==> src/rtl/regfile_wr_arbiter.sv <==
// Write-port owner for the 8x16 register file: clears every register after reset,
// then round-robin arbitrates ALU writeback (port 0) and load unit (port 1).
module regfile_wr_arbiter #(
  parameter logic [15:0] INIT_VALUE    = 16'h0000,
  parameter bit          INIT_ON_RESET = 1'b1
) (
  input  logic        clk,
  input  logic        rst,
  input  logic        req0_valid,
  input  logic [2:0]  req0_addr,
  input  logic [15:0] req0_data,
  output logic        req0_ready,
  input  logic        req1_valid,
  input  logic [2:0]  req1_addr,
  input  logic [15:0] req1_data,
  output logic        req1_ready,
  output logic        wr_en,
  output logic [2:0]  wr0_addr,
  output logic [15:0] wr0_data,
  output logic        init_done
);

  // state | meaning
  // INIT  | issuing clear writes to addresses 0..7, requesters held off
  // RUN   | round-robin arbitration, one write per accepted request
  typedef enum logic {INIT, RUN} state_t;

  localparam state_t RESET_STATE = INIT_ON_RESET ? INIT : RUN;

  state_t     state;
  logic [2:0] cnt;
  logic       rr_ptr;
  logic       run;

  assign run        = (state == RUN);
  assign req0_ready = run && req0_valid && (!rr_ptr || !req1_valid);
  assign req1_ready = run && req1_valid && ( rr_ptr || !req0_valid);

  always_ff @(posedge clk or posedge rst) begin
    if (rst) begin
      state     <= RESET_STATE;
      cnt       <= 3'd0;
      rr_ptr    <= 1'b0;
      wr_en     <= 1'b0;
      wr0_addr  <= 3'd0;
      wr0_data  <= 16'h0000;
      init_done <= 1'b0;
    end else begin
      case (state)
        INIT: begin
          wr_en    <= 1'b1;
          wr0_addr <= cnt;
          wr0_data <= INIT_VALUE;
          cnt      <= cnt + 3'd1;
          if (cnt == 3'd7) begin
            state     <= RUN;
            init_done <= 1'b1;
          end
        end
        RUN: begin
          init_done <= 1'b1;
          if (req0_ready) begin
            wr_en    <= 1'b1;
            wr0_addr <= req0_addr;
            wr0_data <= req0_data;
            rr_ptr   <= 1'b1;
          end else if (req1_ready) begin
            wr_en    <= 1'b1;
            wr0_addr <= req1_addr;
            wr0_data <= req1_data;
            rr_ptr   <= 1'b0;
          end else begin
            // address/data hold so the register file input stays quiet
            wr_en <= 1'b0;
          end
        end
        default: state <= RESET_STATE;
      endcase
    end
  end

endmodule

==> config.mk <==
export PLATFORM = sky130hd
export DESIGN_NAME = regfile_wr_arbiter
export DESIGN_NICKNAME = d
export VERILOG_FILES = /design/src/rtl/regfile_wr_arbiter.sv
export SDC_FILE = /design/constraint.sdc
export NUM_CORES = 1
export LEC_CHECK = 0
export ABC_AREA = 1
export ABC_CLOCK_PERIOD_IN_PS = 1250
export CAP_MARGIN = 20
export CELL_PAD_IN_SITES_DETAIL_PLACEMENT = 1
export CELL_PAD_IN_SITES_GLOBAL_PLACEMENT = 2
export CORE_MARGIN = 3
export CORE_UTILIZATION = 19
export CTS_CLUSTER_SIZE = 8
export DETAILED_ROUTE_END_ITERATION = 6
export PLACE_DENSITY_LB_ADDON = 0.08
export SLEW_MARGIN = 20
export SYNTH_ARGS = -nofsm -noshare
export SYNTH_HDL_FRONTEND = slang
export SYNTH_SLANG_ARGS = --single-unit
==> constraint.sdc <==
create_clock -name clk -period 1.25 [get_ports clk]
set_clock_uncertainty 0.05 [all_clocks]
set_input_delay 0.125 -clock clk [delete_from_list [all_inputs] [get_ports clk]]
set_output_delay 0.125 -clock clk [all_outputs]
set_load 0.02 [all_outputs]
==> qor.csv <==
stage,metric,value,unit
cells_and_area,Post-Layout Cell Count,364,
worst_setup_path,reg2reg path depth,8,
worst_setup_path,Crit path arrival time,1500,ps
cts,# H-tree levels,1,
power_and_ir_drop,Max VDD drop,0.000338,V
global_route,final global-route overflow total,0,
cts,deepest clock path buffer count,2,
sta,final setup fails,22,
power_and_ir_drop,Seq pwr share,42.8,%
cts,clk_lat worst skew,270,ps
cts,clk slew on worst S/H paths,90,ps
sta,final setup TNS,-2160,ps
synthesis,post-synthesis sequential area ratio,47.0,%
floorplanning,Die Width,91.4,um
floorplanning,Die H,91.4,um
floorplanning,Die ar.,8350,um2
cts,TritonCTS clock tree,yes,
placed_design,routability cong.,0.754,
placed_design,placed insts,348,
cts,CTS buffer count,3,
power_and_ir_drop,combinational power share,35.4,%
synthesis,number of flops mapped to enable cells by yosys,0,
global_route,vias in the first global route,1532,
synthesis,dominant cells by area after synthesis,"dfrtp_1, nand2_1, inv_1",
synthesis,dominant synthesized flop cell,dfrtp_1,
cts,Hold Buf Count CTS,0,
sta,worst-margin pin slew,251,ps
sta,RSZ-0062 raised after global routing,true,
drt,Post-Route WL,4730,um
power_and_ir_drop,Pint,1.53,mW
synthesis,top cell type's share of synthesized area,47.0,%
drt,wire per inst,13.0,um
power_and_ir_drop,sw frac,31.2,%
drt,Vias/cell,3.91,
cells_and_area,share of cells above drive strength 1,29.5,%
sta,Tcrit/Tclk final,111,%
placed_design,DP HPWL,3120,um
synthesis,Yosys top cell by area,dfrtp_1,
synthesis,Yosys reg bits,26,
cells_and_area,FILL cells,835,
power_and_ir_drop,Psw,0.694,mW
cells_and_area,area grow syn2layout,88.3,%
drt,Initial DRT Pass Iterations,4,
sta,setup ws final,-133,ps
power_and_ir_drop,Pwr Density,854,nW/um2
drt,Residual DRC,0,
cts,CTS root buf,clkbuf_8,
sta,Tmin final,1380,ps
sta,FMAX,0.723,GHz
global_route,GRT Total Usage,12.2,%
cells_and_area,NumNets Final,314,
drt,via count,1422,
sta,max-slew violation count,0,
worst_setup_path,critical path startpoint category,flop,
worst_setup_path,crit path capture type,flop,
synthesis,Cells after Synth,179,
floorplanning,core footprint,6940,um2
status,failing checks,negative setup slack,
synthesis,Synth Cell Area,1390,um2
floorplanning,row cnt,30,
global_route,largest net degree at the start of global routing,27,
placed_design,Port Buffers,64,
drt,drt first-iter violations,44,
hold_path,class of the worst hold path,in2async,
floorplanning,Starting Density,19.9,%
synthesis,"count leader, synth",nand2_1,
floorplanning,# IOs,65,
status,outcome,finished with violations,
worst_setup_path,CP max FO,5,
synthesis,Synth cell types,19,
drt,Final ANT Viol Nets,0,
synthesis,synth cell count leaders,"nand2_1, dfrtp_1, inv_1",
synthesis,Avg Inst Size Synth,7.74,um2
global_route,first-pass GRT wire length,7980,um
synthesis,asr flop ratio synth,100,%
global_route,initial antenna violation count,0,
placed_design,worst slack at placement,-477,ps
job,Max Cap Violations,0,
power_and_ir_drop,clock share of power,21.8,%
sta,final hold vios,0,
sta,relative slew slack,83.4,%
power_and_ir_drop,LEAKAGE,1.33,nW
synthesis,Ys Warns,0,
synthesis,Syn Nets,223,
cts,CTS sink cnt,26,
worst_setup_path,worst endpoint required time,1370,ps
cells_and_area,diodes inserted,0,
worst_setup_path,Crit Path Class,reg2reg,
-- state kept, by name (all words and copies together), names as in the netlist --
signal,cells
wr_en,1
rr_ptr,1
init_done,1
run,1
wr0_addr,3
cnt,3
wr0_data,16
-- path summary, 6_finish.rpt --
check                              from     endpoint  slack [ps]
max                                 run  wr0_addr[0]        -130
min                                 rst    init_done         130
max reg2reg                         run  wr0_addr[0]        -130
min reg2reg                   init_done    init_done         430
max in group asynchronous           rst       rr_ptr         860
min in group clk           req0_data[4]  wr0_data[4]         430
-- per-stage QoR --
stage               hold WS, ps  area, um2  total power [mW]  utilization [%]
CTS                         129       2590              2.28             37.3
global placement            405       2240              1.66             32.3
global route                148       2610              2.40             37.5
floorplan                   115       1390              1.28                -
finish                      128       2610              2.23             37.5
detailed placement          408       2240              1.66             32.3
-- layout make-up --
cell class	count	area [um2]	area share [%]
clock buffer	3	41.3	1.58
inverter	30	118	4.51
multi-input combinational	117	689	26.4
sequential	26	651	25.0
tap	96	120	4.61
timing repair buffer	92	988	37.9
-- power by group through the flow --
stage,logic (mW),registers (mW),clock network [mW]
CTS,0.807,0.954,0.521
finish,0.788,0.952,0.486
global route,0.866,0.967,0.562
floorplan,0.219,1.06,0
global placement,0.691,0.969,0
detailed placement,0.690,0.973,0
-- cells by family after synthesis --
group / synth area share, %
compound gates: 10.6
fa+ha+maj: 1.81
buf+inv: 12.9
flops: 47.0
simple gates: 27.7
-- layout by cell type (no fill, tap or decap), drive strengths merged --
cell           count
a211oi             1
dlygate4sd2       21
clkdlybuf4s50     41
dfrtp             26
ha                 2
nand3              5
o21ai             17
nand2             86
buf               30
a22oi              2
a21oi              1
nor2               1
clkbuf             3
inv               30
or2                2
-- metal layers --
layer / part of all wire (%) / GRT usage (%) / up-vias
met5: 0 / 0 / -
met4: 0.21 / 1.51 / 0
met3: 5.5 / 3.56 / 2
met2: 54 / 21.9 / 38
met1: 40 / 14.6 / 666
li1: - / - / 716
-- worst max-delay path, stage by stage, from the launching register on --
cell and delay, ps:
dfrtp_1 430, buf_4 150, buf_6 100, buf_6 120, or2_4 230, nand2_1 60
inv_1 50, nand2_2 50, nand2_1 40
-- what timing repair did --
| item | in CTS | in global routing |
|---|---|---|
| gates resized for setup | 72 | 11 |
| pin swaps | 5 | 4 |
| buffers inserted | 8 | 1 |
| hold endpoints to repair | 0 | 0 |
| cloned | 5 | 0 |
| endpoints found under the setup margin | 44 | 23 |
Note: power is estimated with default switching activity, not from simulation.
